[src/rtl/min_pkg.sv]
// Shared types and constants for the minimum-sample buffer: handshake FSM states and sizes.
package min_pkg;

    localparam int unsigned SAMPLE_W  = 8;
    localparam int unsigned DEPTH_DEF = 4;
    localparam int unsigned CNT_W     = 4;

    // Handshakes on both sides: dav_ is active low; rfd high = ready, low = acknowledge.
    typedef enum logic {
        I_IDLE,
        I_ACK
    } in_state_e;

    typedef enum logic [1:0] {
        O_IDLE,
        O_LOAD,
        O_VALID,
        O_REL
    } out_state_e;

endpackage

[src/rtl/sample_fifo.sv]
// Small power-of-two sample FIFO with wrap-around pointers and a separate occupancy counter.
module sample_fifo
    import min_pkg::*;
#(
    parameter  int unsigned DEPTH = DEPTH_DEF,
    localparam int unsigned PTR_W = $clog2(DEPTH),
    localparam int unsigned LVL_W = PTR_W + 1
) (
    input  logic                clock,
    input  logic                reset_,
    input  logic                push,
    input  logic                pop,
    input  logic [SAMPLE_W-1:0] wdata,
    output logic [SAMPLE_W-1:0] head_c,
    output logic                full_c,
    output logic                empty_c,
    output logic [LVL_W-1:0]    level
);

    logic [SAMPLE_W-1:0] mem_q [DEPTH];
    logic [PTR_W-1:0]    wr_ptr_q, wr_ptr_d;
    logic [PTR_W-1:0]    rd_ptr_q, rd_ptr_d;
    logic [LVL_W-1:0]    level_q, level_d;

    always_comb begin
        wr_ptr_d = wr_ptr_q;
        rd_ptr_d = rd_ptr_q;
        level_d  = level_q;
        if (push) wr_ptr_d = wr_ptr_q + PTR_W'(1);
        if (pop)  rd_ptr_d = rd_ptr_q + PTR_W'(1);
        if (push && !pop)      level_d = level_q + LVL_W'(1);
        else if (pop && !push) level_d = level_q - LVL_W'(1);
    end

    always_ff @(posedge clock or negedge reset_) begin
        if (!reset_) begin
            wr_ptr_q <= '0;
            rd_ptr_q <= '0;
            level_q  <= '0;
        end else begin
            wr_ptr_q <= wr_ptr_d;
            rd_ptr_q <= rd_ptr_d;
            level_q  <= level_d;
        end
    end

    // Storage needs no reset; contents are only visible through the level-qualified head.
    always_ff @(posedge clock) begin
        if (push) mem_q[wr_ptr_q] <= wdata;
    end

    assign head_c  = mem_q[rd_ptr_q];
    assign full_c  = (level_q == LVL_W'(DEPTH));
    assign empty_c = (level_q == '0);
    assign level   = level_q;

endmodule

[src/rtl/min_sample_buffer.sv]
// Buffers upstream minimum samples in a FIFO, forwards them downstream, and flags runs of low samples.
module min_sample_buffer
    import min_pkg::*;
#(
    parameter  int unsigned DEPTH = DEPTH_DEF,
    parameter  int unsigned N_LOW = 3,
    localparam int unsigned LVL_W = $clog2(DEPTH) + 1
) (
    input  logic                clock,
    input  logic                reset_,
    input  logic                dav_,
    input  logic [SAMPLE_W-1:0] min,
    output logic                rfd,
    input  logic [SAMPLE_W-1:0] thr,
    output logic                dav_out_,
    output logic [SAMPLE_W-1:0] data_out,
    input  logic                rfd_out,
    output logic [LVL_W-1:0]    level,
    output logic                alarm
);

    in_state_e           in_state_q, in_state_d;
    out_state_e          out_state_q, out_state_d;
    logic                rfd_q, rfd_d;
    logic                dav_out_q, dav_out_d;
    logic [SAMPLE_W-1:0] data_out_q, data_out_d;
    logic [CNT_W-1:0]    cnt_q, cnt_d;
    logic                alarm_q, alarm_d;
    logic                push, pop;
    logic [SAMPLE_W-1:0] head_c;
    logic                full_c, empty_c;

    sample_fifo #(.DEPTH(DEPTH)) u_fifo (
        .clock   (clock),
        .reset_  (reset_),
        .push    (push),
        .pop     (pop),
        .wdata   (min),
        .head_c  (head_c),
        .full_c  (full_c),
        .empty_c (empty_c),
        .level   (level)
    );

    // Upstream accept FSM and low-sample run counter.
    always_comb begin
        in_state_d = in_state_q;
        rfd_d      = rfd_q;
        cnt_d      = cnt_q;
        alarm_d    = alarm_q;
        push       = 1'b0;
        case (in_state_q)
            I_IDLE: begin
                if (!dav_ && !full_c) begin
                    push       = 1'b1;
                    rfd_d      = 1'b0;
                    in_state_d = I_ACK;
                    if (min < thr) begin
                        if (cnt_q < CNT_W'(N_LOW)) cnt_d = cnt_q + CNT_W'(1);
                        if (cnt_d == CNT_W'(N_LOW)) alarm_d = 1'b1;
                    end else begin
                        cnt_d   = '0;
                        alarm_d = 1'b0;
                    end
                end
            end
            I_ACK: begin
                if (dav_) begin
                    rfd_d      = 1'b1;
                    in_state_d = I_IDLE;
                end
            end
            default: in_state_d = I_IDLE;
        endcase
    end

    // Downstream presentation FSM.
    always_comb begin
        out_state_d = out_state_q;
        dav_out_d   = dav_out_q;
        data_out_d  = data_out_q;
        pop         = 1'b0;
        case (out_state_q)
            O_IDLE: begin
                if (!empty_c && rfd_out) begin
                    data_out_d  = head_c;
                    pop         = 1'b1;
                    out_state_d = O_LOAD;
                end
            end
            O_LOAD: begin
                dav_out_d   = 1'b0;
                out_state_d = O_VALID;
            end
            O_VALID: begin
                if (!rfd_out) begin
                    dav_out_d   = 1'b1;
                    out_state_d = O_REL;
                end
            end
            O_REL: begin
                if (rfd_out) out_state_d = O_IDLE;
            end
            default: out_state_d = O_IDLE;
        endcase
    end

    always_ff @(posedge clock or negedge reset_) begin
        if (!reset_) begin
            in_state_q  <= I_IDLE;
            out_state_q <= O_IDLE;
            rfd_q       <= 1'b1;
            dav_out_q   <= 1'b1;
            data_out_q  <= '0;
            cnt_q       <= '0;
            alarm_q     <= 1'b0;
        end else begin
            in_state_q  <= in_state_d;
            out_state_q <= out_state_d;
            rfd_q       <= rfd_d;
            dav_out_q   <= dav_out_d;
            data_out_q  <= data_out_d;
            cnt_q       <= cnt_d;
            alarm_q     <= alarm_d;
        end
    end

    assign rfd      = rfd_q;
    assign dav_out_ = dav_out_q;
    assign data_out = data_out_q;
    assign alarm    = alarm_q;

endmodule

[config.mk]
export PLATFORM = sky130hd
export DESIGN_NAME = min_sample_buffer
export DESIGN_NICKNAME = d
export VERILOG_FILES = /design/src/rtl/min_pkg.sv /design/src/rtl/sample_fifo.sv /design/src/rtl/min_sample_buffer.sv
export SDC_FILE = /design/constraint.sdc
export NUM_CORES = 1
export LEC_CHECK = 0
export ABC_AREA = 1
export BUFFER_PORTS_ARGS = -buffer_cell sky130_fd_sc_hd__clkbuf_2
export CORE_UTILIZATION = 54
export CTS_BUF_LIST = sky130_fd_sc_hd__clkbuf_2 sky130_fd_sc_hd__clkbuf_4 sky130_fd_sc_hd__clkbuf_8
export CTS_CLUSTER_SIZE = 8
export DETAILED_ROUTE_END_ITERATION = 8
export PLACE_DENSITY = 0.81
export SYNTH_ARGS = -nofsm -noshare
export SYNTH_HDL_FRONTEND = slang
export SYNTH_SLANG_ARGS = --single-unit
[constraint.sdc]
create_clock -name clock -period 2.1 [get_ports clock]
set_clock_uncertainty 0.2 [all_clocks]
set_input_delay 0 -clock clock [delete_from_list [all_inputs] [get_ports clock]]
set_output_delay 0 -clock clock [all_outputs]
set_load 0.01 [all_outputs]
# Word-level counts from Yosys, hierarchy flattened
# Memory sizes are Yosys's and may differ from the RTL's. A register that Yosys moved wholly into a read port is not among the register bits.
# Cells that the tools add are included.
word_totals:
  regBits: 17
  ram_bits: 32
  in_bits: 20
  output_inout_bits: 14
  wordCells: 75
  memories: 1
classes:
  add_sub_neg: 5
  order_cmp: 2
  eq_ne: 11
  n_mux: 26
  bitwise_logic: 1
  reduce_logical: 20
memory_table:
  columns: ["memory", "depth", "word_bits", "read_ports", "rd_ports_with_merged_regs", "wr", "line", "text"]
  rows:
  - ["u_fifo.mem_q", 4, 8, 1, 1, 1, "sample_fifo.sv:20", "logic [SAMPLE_W-1:0] mem_q [DEPTH];"]
op_table:
  columns: ["operator", "n"]
  rows:
  - ["2-to-1 mux 4 bit", 5]
  - ["2-to-1 mux 1 bit", 12]
  - ["!= test 2 bit (second input constant)", 5]
  - ["less-than comparator 8 bit", 1]
  - ["case mux 2 bit (4 select lines)", 1]
  - ["AND reduction 2 bit", 4]
  - ["logical NOT 1 bit", 6]
  - ["2-to-1 mux 2 bit", 3]
  - ["2-to-1 mux 3 bit", 2]
  - ["case mux 1 bit (2 select lines)", 3]
  - ["AND reduction 3 bit", 2]
  - ["adder 2 x 1 -> 2 bit (second input constant)", 2]
  - ["adder 4 x 1 -> 4 bit (second input constant)", 1]
  - ["== test 2 bit (second input constant)", 2]
  - ["== test 4 x 2 -> 1 bit (second input constant)", 1]
  - ["logical AND 1 bit", 4]
  - ["less-than comparator 4 x 2 -> 1 bit (second input constant)", 1]
  - ["nonzero test 2 bit", 2]
  - ["adder 3 x 1 -> 3 bit (second input constant)", 1]
  - ["== test 3 bit (second input constant)", 1]
  - ["logical NOT 3 bit", 1]
  - ["subtractor 3 x 1 -> 3 bit (second input constant)", 1]
  - ["== test 2 x 1 -> 1 bit (second input constant)", 1]
  - ["logical NOT 2 bit", 1]
  - ["other kinds (2)", 2]

# Depth between registers and ports, before layout
# Gate-level depths: netlist of the first run.
logic_depth:
  depth_word: 9
  mapped_depth: 11
  mapped_depth_nobuf: 11

# By module
# Synthesis of the first run repeated with hierarchy kept, for this count alone.
hier_totals:
  cells_unflattened: 270
  hier_area_um2: 2740.1
by_module_without_submodules:
  columns: ["mod", "n_inst", "cells_per_inst", "area_each_um2", "seq_area_each_um2"]
  rows:
  - ["sample_fifo", 1, 141, 1704.1, 1136.1]
  - ["min_sample_buffer", 1, 129, 1036.0, 452.9]

# Least setup slack after synthesis of the first run
# No wires, ideal clock.
synth_path:
  path_kind: "register to register"
  start: "reg u_fifo.level_q[0], in the netlist u_fifo.level[0]"
  end: "reg u_fifo.level_q[2], in the netlist u_fifo.level[2]"
  setup_ns: 0.131
  arrival_ns: 1.868
  required_ns: 1.769
  path_slack_ns: -0.099
  path_stages_with_launch: 12
  period_less_slack_ns: 2.199
  cell_sequence: "dfrtp_1 -> nor2_2 -> nand2_1 -> nand2_2 -> nor2_4 -> inv_2 -> ha_1 -> inv_1 -> fa_1 -> a21oi_1 -> o21ai_0 -> xor2_1"
synth_between:
  elab_chain_cells: 8
synth_lines:
  columns: ["element", "line", "text"]
  rows:
  - ["start, declared", "sample_fifo.sv:23", "logic [LVL_W-1:0] level_q, level_d;"]
  - ["start signal, assigned", "sample_fifo.sv:43", "level_q <= level_d;"]
  - ["== test 3 bit or logical NOT 3 bit (tied branches)", "sample_fifo.sv:53, sample_fifo.sv:54", null]
  - ["logical NOT 1 bit, on equally long branches", "min_sample_buffer.sv:54, min_sample_buffer.sv:85", null]
  - ["logical AND 1 bit, on equally long branches", "min_sample_buffer.sv:54, min_sample_buffer.sv:85", null]
  - ["2-to-1 mux 1 bit, on equally long branches", "min_sample_buffer.sv:54, min_sample_buffer.sv:85", null]
  - ["2-to-1 mux 1 bit, on equally long branches", "min_sample_buffer.sv:52, min_sample_buffer.sv:83", null]
  - ["logical NOT 1 bit, on equally long branches", "sample_fifo.sv:32, sample_fifo.sv:31", null]
  - ["logical AND 1 bit, on equally long branches", "sample_fifo.sv:32, sample_fifo.sv:31", null]
  - ["nonzero test 2 bit (no source line) or 2-to-1 mux 3 bit (tied branches)", null, null]
# Parallel ways exist; a longest one is shown, timed or not. The select of a mux whose other input is x is not followed.
# A chain may end at the register's enable or synchronous reset.

# Final worst setup path of the first run
layout_path:
  start: "reg out_state_q[1]"
  end: "reg u_fifo.level_q[1], in the netlist u_fifo.level[1]"
layout_between:
  elab_chain_cells: 5
layout_lines:
  columns: ["element", "line", "text"]
  rows:
  - ["start, declared", "min_sample_buffer.sv:23", "out_state_e out_state_q, out_state_d;"]
  - ["start signal, assigned", "min_sample_buffer.sv:119", "out_state_q <= out_state_d;"]
  - ["logical NOT 2 bit", "min_sample_buffer.sv:83", "case (out_state_q)"]
  - ["2-to-1 mux 1 bit", "min_sample_buffer.sv:83", null]
  - ["logical NOT 1 bit", "sample_fifo.sv:31", "if (push && !pop) level_d = level_q + LVL_W'(1);"]
  - ["logical AND 1 bit", "sample_fifo.sv:31", null]
  - ["2-to-1 mux 3 bit", "sample_fifo.sv:31", null]
  - ["via u_fifo.level_d[1]", "sample_fifo.sv:23", null]
# The timed path passes the listed nets, and every way through them passes these cells.

==> results of run 1 <==
[critical path: stages, from the launching register on]
cell and delay, ps:
dfrtp_1 400, inv_2 110, ha_4 130, inv_2 40, nor2_4 90, inv_2 50
ha_2 160, inv_2 70, fa_2 430, mux2_2 260
[worst max-delay path by stage]
stage               slack (ps)                           to  cells after the start
finish                      50  u_fifo.level[1]$_DFFE_PN0P_                      9
global route               -10  u_fifo.level[2]$_DFFE_PN0P_                     11
CTS                          5  u_fifo.level[1]$_DFFE_PN0P_                      9
detailed placement         -40  u_fifo.level[1]$_DFFE_PN0P_                      9
global placement            40  u_fifo.level[2]$_DFFE_PN0P_                     11
floorplan                  -10  u_fifo.level[2]$_DFFE_PN0P_                     11
[through the flow]
| step | hold slack, ps | setup TNS [ps] |
|---|---|---|
| after detailed placement | -156.7 | -48.25 |
| after global routing | 90.34 | -13.37 |
| after floorplan | -495.6 | -11.63 |
| after global placement | -162.9 | 0 |
| after CTS | 32.32 | 0 |
| final | 21.89 | 0 |
[cell type report]
type                            instances  area share (%)
Inverter                               32           3.596
Sequential cell                        57           47.64
Clock inverter                          6           1.760
Tap cell                               67           2.509
Clock buffer                           10           3.933
Timing Repair Buffer                   63           12.51
Multi-Input combinational cell        144           28.05
[metal layers]
layer	track usage, %	vias to the layer above
li1	-	924
met2	31.57	45
met5	0	-
met3	5.694	6
met4	5.882	0
met1	24.43	854
[sequential cells by signal, summed over array words and instances (netlist names)]
| register | count |
|---|---|
| u_fifo.mem_q | 32 |
| data_out | 8 |
| cnt_q | 4 |
| u_fifo.level | 3 |
| out_state_q | 2 |
| u_fifo.rd_ptr_q | 2 |
| u_fifo.wr_ptr_q | 2 |
| alarm | 1 |
| dav_out_ | 1 |
| in_state_q | 1 |
| rfd | 1 |
[kinds of logic after synthesis]
logic type               count (synthesis)
AO/OA/AOI/OAI                           36
XOR/XNOR                                 5
adder cells (fa/ha/maj)                 19
buffers and inverters                   36
flip-flops                              57
multiplexers                             9
AND/OR/NAND/NOR                         75
[power by group through the flow]
stage,registers [mW],logic (mW),clock network (mW)
CTS,1.77,1.56,0.983
detailed placement,1.80,1.47,0
finish,1.77,1.69,0.972
global route,1.80,1.88,1.03
floorplan,1.78,1.05,0
global placement,1.78,1.41,0
[timing repair]
item | CTS | global route
hold buffers | 11 | 0
resized for setup | 1 | 4
pin swaps | 0 | 2
endpoints found under the setup margin | 2 | 2
cloned | 0 | 0
endpoints found under the hold margin | 62 | 0
setup buffers | 2 | 7
[placed cells by master (no fill, tap or decap), types with 4 or more instances in the layout]
| cell type | n |
|---|---|
| nor2_1 | 17 |
| inv_2 | 6 |
| clkbuf_8 | 9 |
| dfrtp_1 | 21 |
| o21ai_1 | 4 |
| o22ai_1 | 8 |
| mux2i_1 | 8 |
| o21ai_0 | 11 |
| buf_4 | 19 |
| ha_1 | 16 |
| clkbuf_2 | 33 |
| edfxtp_1 | 32 |
| nand2_1 | 48 |
| inv_1 | 25 |
| a21oi_1 | 10 |
| nand3_1 | 4 |
| dlygate4sd3_1 | 11 |
==> results.py, run 1 <==
metrics = {
    "floorplan": {
        "core_mm2": 0.004723,
        "num_io_pins": 34,
        "die_area_mm2": 0.005213,
        "std_cell_rows": 25,
        "start_util_pct": 56.34,
        "die-height_um": 72.20,
        "die_w_um": 72.20,
    },
    "worst_setup_path": {
        "worstPathArrival_ps": 2060,
        "end_kind": "register",
        "cp.required_ps": 2110,
        "rr_endpoint": "u_fifo.level[1]$_DFFE_PN0P_",
        "crit_path_start_kind": "register",
        "path_max_fanout": 4,
        "crit_start": "out_state_q[1]$_DFFE_PN0P_",
        "crit_type": "reg -> reg",
        "rr_worst_depth": 9,
        "r2r-start": "out_state_q[1]$_DFFE_PN0P_",
        "r2r_slack_ps": 50,
    },
    "finish": {
        "fillCellCount": 296,
        "multi_input_area_um2": 937.1,
        "final_nets": 346,
        "finalInstanceArea_mm2": 0.003341,
        "syn_to_final_growth_pct": 25.53,
        "n_antenna_cell": 0,
        "seqCellArea_mm2": 0.001592,
        "drive_above_1_share_pct": 29.17,
        "utilization_pct": 70.73,
        "finalNonFillerCells": 379,
    },
    "yosys": {
        "yosys.area_share.xor_xnor_pct": 2.210,
        "ys_warn_count": 0,
        "async_flop_share_pct": 43.86,
        "synthesis.nets": 276,
        "synthMuxAreaShare_pct": 3.432,
        "synthTopCellsByCount": "nand2_1 (48), edfxtp_1 (32), inv_1 (29), dfrtp_1 (23), ha_1 (18)",
        "synth_seq_area_share_pct": 59.71,
        "yosys.area.top_type": "edfxtp_1",
        "netlist_area_mm2": 0.002661,
        "synth.top_cell.area_share_pct": 36.11,
        "synth.area.top_cells": "edfxtp_1 (36%), dfrtp_1 (22%), ha_1 (8.5%), nand2_1 (6.8%), inv_1 (4.1%)",
        "synth_cell_types": 30,
        "synth_seq_cells": 57,
        "syn_inst": 237,
        "synth_compound_area_share_pct": 7.804,
        "synth_area_per_cell_um2": 11.23,
        "synth_edf_count": 32,
        "yosys.area_share.simple_pct": 11.71,
        "synth_most_common_cell": "nand2_1",
        "synth_top_family_by_area": "simple AND/OR/NAND/NOR gates",
        "ys.flop_type": "edfxtp_1",
        "synth_adder_area_share_pct": 9.215,
    },
    "clock_tree": {
        "cts_tree": "yes",
        "cts_root_buf": "clkbuf_8",
        "worstSkewPairLatency_ps": 320,
        "htreeDepth": 3,
        "cts_buffers": 9,
        "numClockSinks": 57,
        "clkSlewWorstSetupHoldPaths_ps": 70,
        "clk_path_buf_depth": 2,
    },
    "power_and_ir_drop": {
        "irDropWorstVdd_v": 0.0004751,
        "p_int_mw": 2.849,
        "pwr-share-clk_pct": 21.9,
        "total_power_mw": 4.429,
        "comb_power_share_pct": 38.1,
        "power.density_mw_per_mm2": 1326,
        "swShare_pct": 35.68,
        "power.switching_mw": 1.580,
        "p_leak_nw": 1.554,
        "p_seq_share_pct": 39.9,
    },
    "place": {
        "placed_area_mm2": 0.002955,
        "portBuffers": 33,
        "dp.cells": 343,
        "hpwl_um": 3266,
        "place_ws_ps": -38.56,
        "routabilityCongestion": 0.7916,
    },
    "drt": {
        "wl_met3_um": 171,
        "m1WireLength_um": 2210,
        "via_per_inst": 4.826,
        "firstDrtPassIters": 6,
        "postRouteAntennaNets": 0,
        "vias": 1829,
        "wl_met2_um": 2429,
        "top_layer_used": "met4",
        "drt_wl_total_um": 4850,
        "drt-wirelength-per-cell_um": 12.80,
        "drc": 2,
        "drt_iter0_drc": 101,
    },
    "sta": {
        "tightest_slew_ps": 607.8,
        "finalSetupViolations": 0,
        "final-hold-violation-count": 0,
        "worst_slack_ps": 47.10,
        "fin_crit_ps": 2053,
        "relSlewSlack_pct": 59.48,
        "max_freq_mhz": 487.1,
        "slew_viol_final": 0,
        "finalCritPeriodShare_pct": 97.76,
    },
    "run": {
        "maxCapViolations": 0,
    },
    "grt": {
        "grt_pass1_wl_um": 7479,
        "grt_pass1_vias": 1709,
        "grt_max_degree": 26,
        "grt_usage_pct": 19.11,
        "grt_overflow": 0,
        "grt_antenna_before_repair": 0,
    },
    "worst_hold_path": {
        "hold_class": "in -> async",
    },
    "status": {
        "violations": "design-rule violations",
        "status": "complete, but fails checks",
    },
}
Power figures use the tool's default switching activity.
==> inputs of run 2 (changes only) <==
- CORE_MARGIN: not set -> 4
==> run 2 against run 1 <==
Against the previous run: the run ends with negative setup slack left; final cell count increased by 0.26%; critical endpoint unchanged; sequential cell count unchanged; cell area increased by 0.86%; utilization increased by 0.14 points.
==> results.py, run 2 (synthesis gave the netlist of run 1 again) <==
metrics = {
    "clock_tree": {
        "cts_tree": "yes",
        "numClockSinks": 57,
        "clkSlewWorstSetupHoldPaths_ps": 70,
        "cts_buffers": 9,
        "worstSkewPairLatency_ps": 340,
        "htreeDepth": 3,
        "clk_path_buf_depth": 2,
        "cts_root_buf": "clkbuf_8",
    },
    "power_and_ir_drop": {
        "power.density_mw_per_mm2": 1369,
        "p_leak_nw": 1.570,
        "irDropWorstVdd_v": 0.0005482,
    },
    "sta": {
        "fin_crit_ps": 2106,
        "finalSetupViolations": 1,
        "final-hold-violation-count": 0,
        "tightest_slew_ps": 623.2,
        "max_freq_mhz": 474.7,
        "relSlewSlack_pct": 58.45,
        "holdWs_ps": 15.93,
        "slew_viol_final": 0,
        "setup_tns_ps": -6.405,
        "finalCritPeriodShare_pct": 100.3,
        "worst_slack_ps": -6.405,
    },
    "drt": {
        "vias": 1860,
        "drt-wirelength-per-cell_um": 14.24,
        "postRouteAntennaNets": 0,
        "firstDrtPassIters": 4,
        "drt_iter0_drc": 107,
        "via_per_inst": 4.895,
        "drc": 0,
        "drt_wl_total_um": 5410,
    },
    "worst_setup_path": {
        "path_max_fanout": 3,
        "cp_slowest_cell": "fa_2",
        "worstPathArrival_ps": 2130,
        "worst_path_most_repeated_cell": "inv_2",
        "cpPeakStageDelay_ps": 430,
        "crit_type": "reg -> reg",
        "path_cells": "inv_2, ha_4, inv_2, nor2_4, inv_2, ha_4, inv_4, fa_2, mux2_2",
        "rr_worst_depth": 9,
        "end_kind": "register",
        "crit_path_start_kind": "register",
        "cp.required_ps": 2120,
    },
    "floorplan": {
        "num_io_pins": 34,
        "die_area_mm2": 0.006115,
        "std_cell_rows": 25,
        "die_w_um": 78.20,
        "start_util_pct": 55.97,
        "die-height_um": 78.20,
        "core_mm2": 0.004755,
    },
    "status": {
        "violations": "negative setup slack",
        "status": "complete, but fails checks",
    },
    "finish": {
        "final_nets": 347,
        "mostFrequentLayoutCell": "nand2_1",
        "drive_above_1_share_pct": 30.03,
        "syn_to_final_growth_pct": 26.61,
        "largest_reg_flops": 32,
        "top_register": "u_fifo.mem_q",
        "mostFrequentLayoutCells": "nand2_1 (48), clkbuf_2 (33), edfxtp_1 (32)",
        "fillCellCount": 348,
        "n_antenna_cell": 0,
    },
    "grt": {
        "grt_antenna_before_repair": 0,
        "grt_max_degree": 26,
        "grt_usage_pct": 18.20,
        "grt_overflow": 0,
        "grt_pass1_wl_um": 8466,
        "grt_pass1_vias": 1822,
    },
    "worst_hold_path": {
        "hold_class": "in -> async",
    },
    "place": {
        "portBuffers": 33,
        "routabilityCongestion": 0.7941,
        "place_ws_ps": -7.576,
        "hpwl_um": 3375,
    },
    "run": {
        "maxCapViolations": 0,
    },
}
[run 2: worst paths after layout]
kind | startpoint | end | slack, ps
hold / removal | reset_ | u_fifo.level[2]$_DFFE_PN0P_ | 20
setup reg to reg | out_state_q[0]$_DFFE_PN0P_ | u_fifo.level[1]$_DFFE_PN0P_ | -6
hold reg to reg | data_out[3]$_DFFE_PN0P_ | data_out[3]$_DFFE_PN0P_ | 280
setup / recovery | out_state_q[0]$_DFFE_PN0P_ | u_fifo.level[1]$_DFFE_PN0P_ | -6
min in group clock | thr[7] | cnt_q[0]$_DFFE_PN0P_ | 110
max in group asynchronous | reset_ | u_fifo.level[0]$_DFFE_PN0P_ | 1240
[run 2: power by group]
group / internal, mW / switching, mW / total, mW / leakage [nW]
registers: 1.53 / 0.233 / 1.76 / 0.595
clock network: 0.571 / 0.435 / 1.01 / 0.102
logic: 0.824 / 1.02 / 1.85 / 0.872
total: 2.92 / 1.69 / 4.61 / 1.57
[run 2: stage by stage]
| step | cell area (um^2) | cells | power [mW] | utilization [%] |
|---|---|---|---|---|
| final | 3369 | 380 | 4.613 | 70.87 |
| after global routing | 3369 | 380 | 4.940 | 70.87 |
| after CTS | 3283 | 373 | 4.382 | 69.05 |
| after detailed placement | 2963 | 344 | 3.316 | 62.32 |
| after global placement | 2963 | 344 | 3.235 | 62.32 |
| after floorplan | 2669 | 237 | 2.827 | - |
[run 2: per-layer routing]
metal	routed length [um]	vias up	GRT usage (%)
met4	95	0	7.517
met5	0	-	0
met3	284	11	5.963
met2	2723	55	29.11
li1	-	929	-
met1	2306	865	22.84
[run 2: what timing repair did]
item                                    CTS  global route
hold endpoints to repair                 69             0
pin swaps                                 1             3
buffers inserted                          2             7
resized for setup                         1             7
endpoints found under the setup margin    2             2
hold buffers                             11             0
[run 2: layout make-up]
type                       instances  area [um^2]  area share (%)
sequential                        57         1592           47.23
tap                               67        83.83           2.488
clock buffer                      10        137.6           4.085
inverter                          32        122.6           3.639
clock inverter                     6        57.56           1.708
timing repair buffer              64        425.4           12.63
multi-input combinational        144        950.9           28.22
[run 2: worst max-delay path: cells and delay by family, from the launching register on]
kind                       cells  cell delay, ps
muxes                          1             270
adders and majority gates      3             740
DFF                            1             400
buffers and inverters          4             280
and+or+nand+nor                1             110
==> inputs of run 3 (changes only) <==
- CORE_UTILIZATION: 54 -> 58
- PLACE_DENSITY: 0.81 -> 0.83
- clock period: 2.1 -> 2.7 ns (I/O delays scaled with it)
==> run 3 against run 2 <==
Against the previous run: the flow now finishes without violations; highest routed layer unchanged; largest cell class unchanged; die area shrank 6.2%; via count shrank 4.9%; sequential share of layout area grew 2.0 points; non-clock buffer count shrank 15; first-iteration DRC count shrank 1.9%; sequential power shrank 19%; critical path type unchanged; clock power shrank 12%; cell area shrank 4.3%; combinational power shrank 41%; fmax shrank 12%; total power shrank 26%; final cell count shrank 7.9%.
==> results.py, run 3 (synthesis gave the netlist of run 1 again) <==
metrics = {
    "status": {
        "status": "finished, final reports clean",
    },
    "sta": {
        "final-hold-violation-count": 0,
        "finalCritPeriodShare_pct": 88.90,
        "finalSetupViolations": 0,
        "worst_slack_ps": 299.8,
        "slew_viol_final": 0,
        "fin_crit_ps": 2400,
        "tightest_slew_ps": 810.4,
        "max_freq_mhz": 416.6,
        "setup_tns_ps": 0,
        "relSlewSlack_pct": 45.97,
        "rsz0062_at_grt": "false",
        "holdWs_ps": 9.497,
    },
    "finish": {
        "largest_reg_flops": 32,
        "syn_to_final_growth_pct": 21.20,
        "top_register": "u_fifo.mem_q",
        "finalNonFillerCells": 350,
        "final_nets": 332,
        "mostFrequentLayoutCell": "nand2_1",
        "utilization_pct": 73.57,
        "mostFrequentLayoutCells": "nand2_1 (48), clkbuf_2 (33), edfxtp_1 (32)",
        "n_antenna_cell": 0,
        "drive_above_1_share_pct": 22.82,
        "finalInstanceArea_mm2": 0.003226,
    },
    "worst_setup_path": {
        "crit_path_start_kind": "register",
        "worstPathArrival_ps": 2410,
        "cp.required_ps": 2710,
        "path_max_fanout": 9,
        "end_kind": "register",
        "crit_type": "reg -> reg",
    },
    "power_and_ir_drop": {
        "swShare_pct": 34.73,
        "total_power_mw": 3.406,
        "comb_power_share_pct": 32.4,
        "power.density_mw_per_mm2": 1056,
        "p_seq_share_pct": 41.7,
        "p_int_mw": 2.223,
        "pwr-share-clk_pct": 26.0,
        "power.switching_mw": 1.183,
        "irDropWorstVdd_v": 0.0004730,
        "p_leak_nw": 1.514,
    },
    "floorplan": {
        "core_mm2": 0.004384,
        "die_area_mm2": 0.005737,
        "num_io_pins": 34,
        "start_util_pct": 60.70,
        "die-height_um": 75.74,
        "die_w_um": 75.74,
        "std_cell_rows": 24,
    },
    "grt": {
        "grt_pass1_wl_um": 8404,
        "grt_antenna_before_repair": 0,
        "grt_usage_pct": 20.64,
        "grt_max_degree": 26,
        "grt_pass1_vias": 1783,
        "grt_overflow": 0,
    },
    "clock_tree": {
        "worstSkewPairLatency_ps": 330,
        "htreeDepth": 3,
        "clk_path_buf_depth": 2,
        "cts_buffers": 9,
        "clkSlewWorstSetupHoldPaths_ps": 60,
        "cts_root_buf": "clkbuf_8",
        "cts_tree": "yes",
        "numClockSinks": 57,
        "ctsResizeCount": 0,
    },
    "drt": {
        "drc": 0,
        "postRouteAntennaNets": 0,
        "via_per_inst": 5.054,
        "drt-wirelength-per-cell_um": 14.70,
        "vias": 1769,
        "drt_iter0_drc": 105,
        "drt_wl_total_um": 5145,
        "firstDrtPassIters": 4,
    },
    "place": {
        "placed_area_mm2": 0.002892,
        "hpwl_um": 3444,
        "portBuffers": 33,
        "dp.cells": 323,
        "place_ws_ps": 370.3,
        "routabilityCongestion": 0.7185,
    },
    "run": {
        "maxCapViolations": 0,
    },
    "worst_hold_path": {
        "hold_class": "in -> async",
    },
}
run 3: cell count changes in the layout (fill, tap and decap cells not counted), sizes merged:
cell | before | now
bufinv | 1 | 2
clkinvlp | 1 | 0
buf | 20 | 5
clkinv | 5 | 2
clkbuf | 43 | 46
run 3: layer usage:
layer	vias to the layer above	global-route usage [%]	share of wire, %
met1	824	25.67	43
met2	38	33.94	51
li1	898	-	-
met3	9	5.145	4.0
met4	0	9.320	1.7
met5	-	0	0
run 3: cell type report:
cell class,instances,area (um^2)
multi-input cells,144,914.6
well taps,52,65.06
clock inverters,3,63.81
fillers,307,1159
flip-flops and latches,57,1589
clock buffers,13,160.2
repair buffers,49,312.8
inverters,32,120.1
run 3: repair_timing:
item / in CTS / in global routing
setup buffers: 0 / 0
hold buffers: 11 / 0
endpoints found under the hold margin: 72 / 0
run 3: worst max-delay path: stages, from the launching register on:
cell and delay, ps:
dfrtp_1 450, nor2_2 210, nand2_1 90, nand2_2 90, nor2_4 40, inv_2 120, ha_1 180, inv_1 80
fa_1 390, a21oi_1 160, o21ai_0 110, xor2_1 160
run 3: power groups by stage:
stage / Combinational, mW / Sequential, mW / Clock (mW)
floorplan: 0.805 / 1.37 / 0
global placement: 1.03 / 1.42 / 0
detailed placement: 1.07 / 1.43 / 0
CTS: 1.12 / 1.42 / 0.897
global route: 1.26 / 1.46 / 0.937
finish: 1.10 / 1.42 / 0.885
run 3: final timing paths:
check                      slack, ps                          end  cells past startpoint                         from
setup / recovery                 300  u_fifo.level[2]$_DFFE_PN0P_                     11  u_fifo.level[0]$_DFFE_PN0P_
hold / removal                     9  u_fifo.level[1]$_DFFE_PN0P_                      2                       reset_
setup reg to reg                 300  u_fifo.level[2]$_DFFE_PN0P_                     11  u_fifo.level[0]$_DFFE_PN0P_
hold reg to reg                  290      data_out[0]$_DFFE_PN0P_                      2      data_out[0]$_DFFE_PN0P_
max in group asynchronous       1890      data_out[4]$_DFFE_PN0P_                      2                       reset_
min in group clock               160         cnt_q[1]$_DFFE_PN0P_                      7                       thr[7]
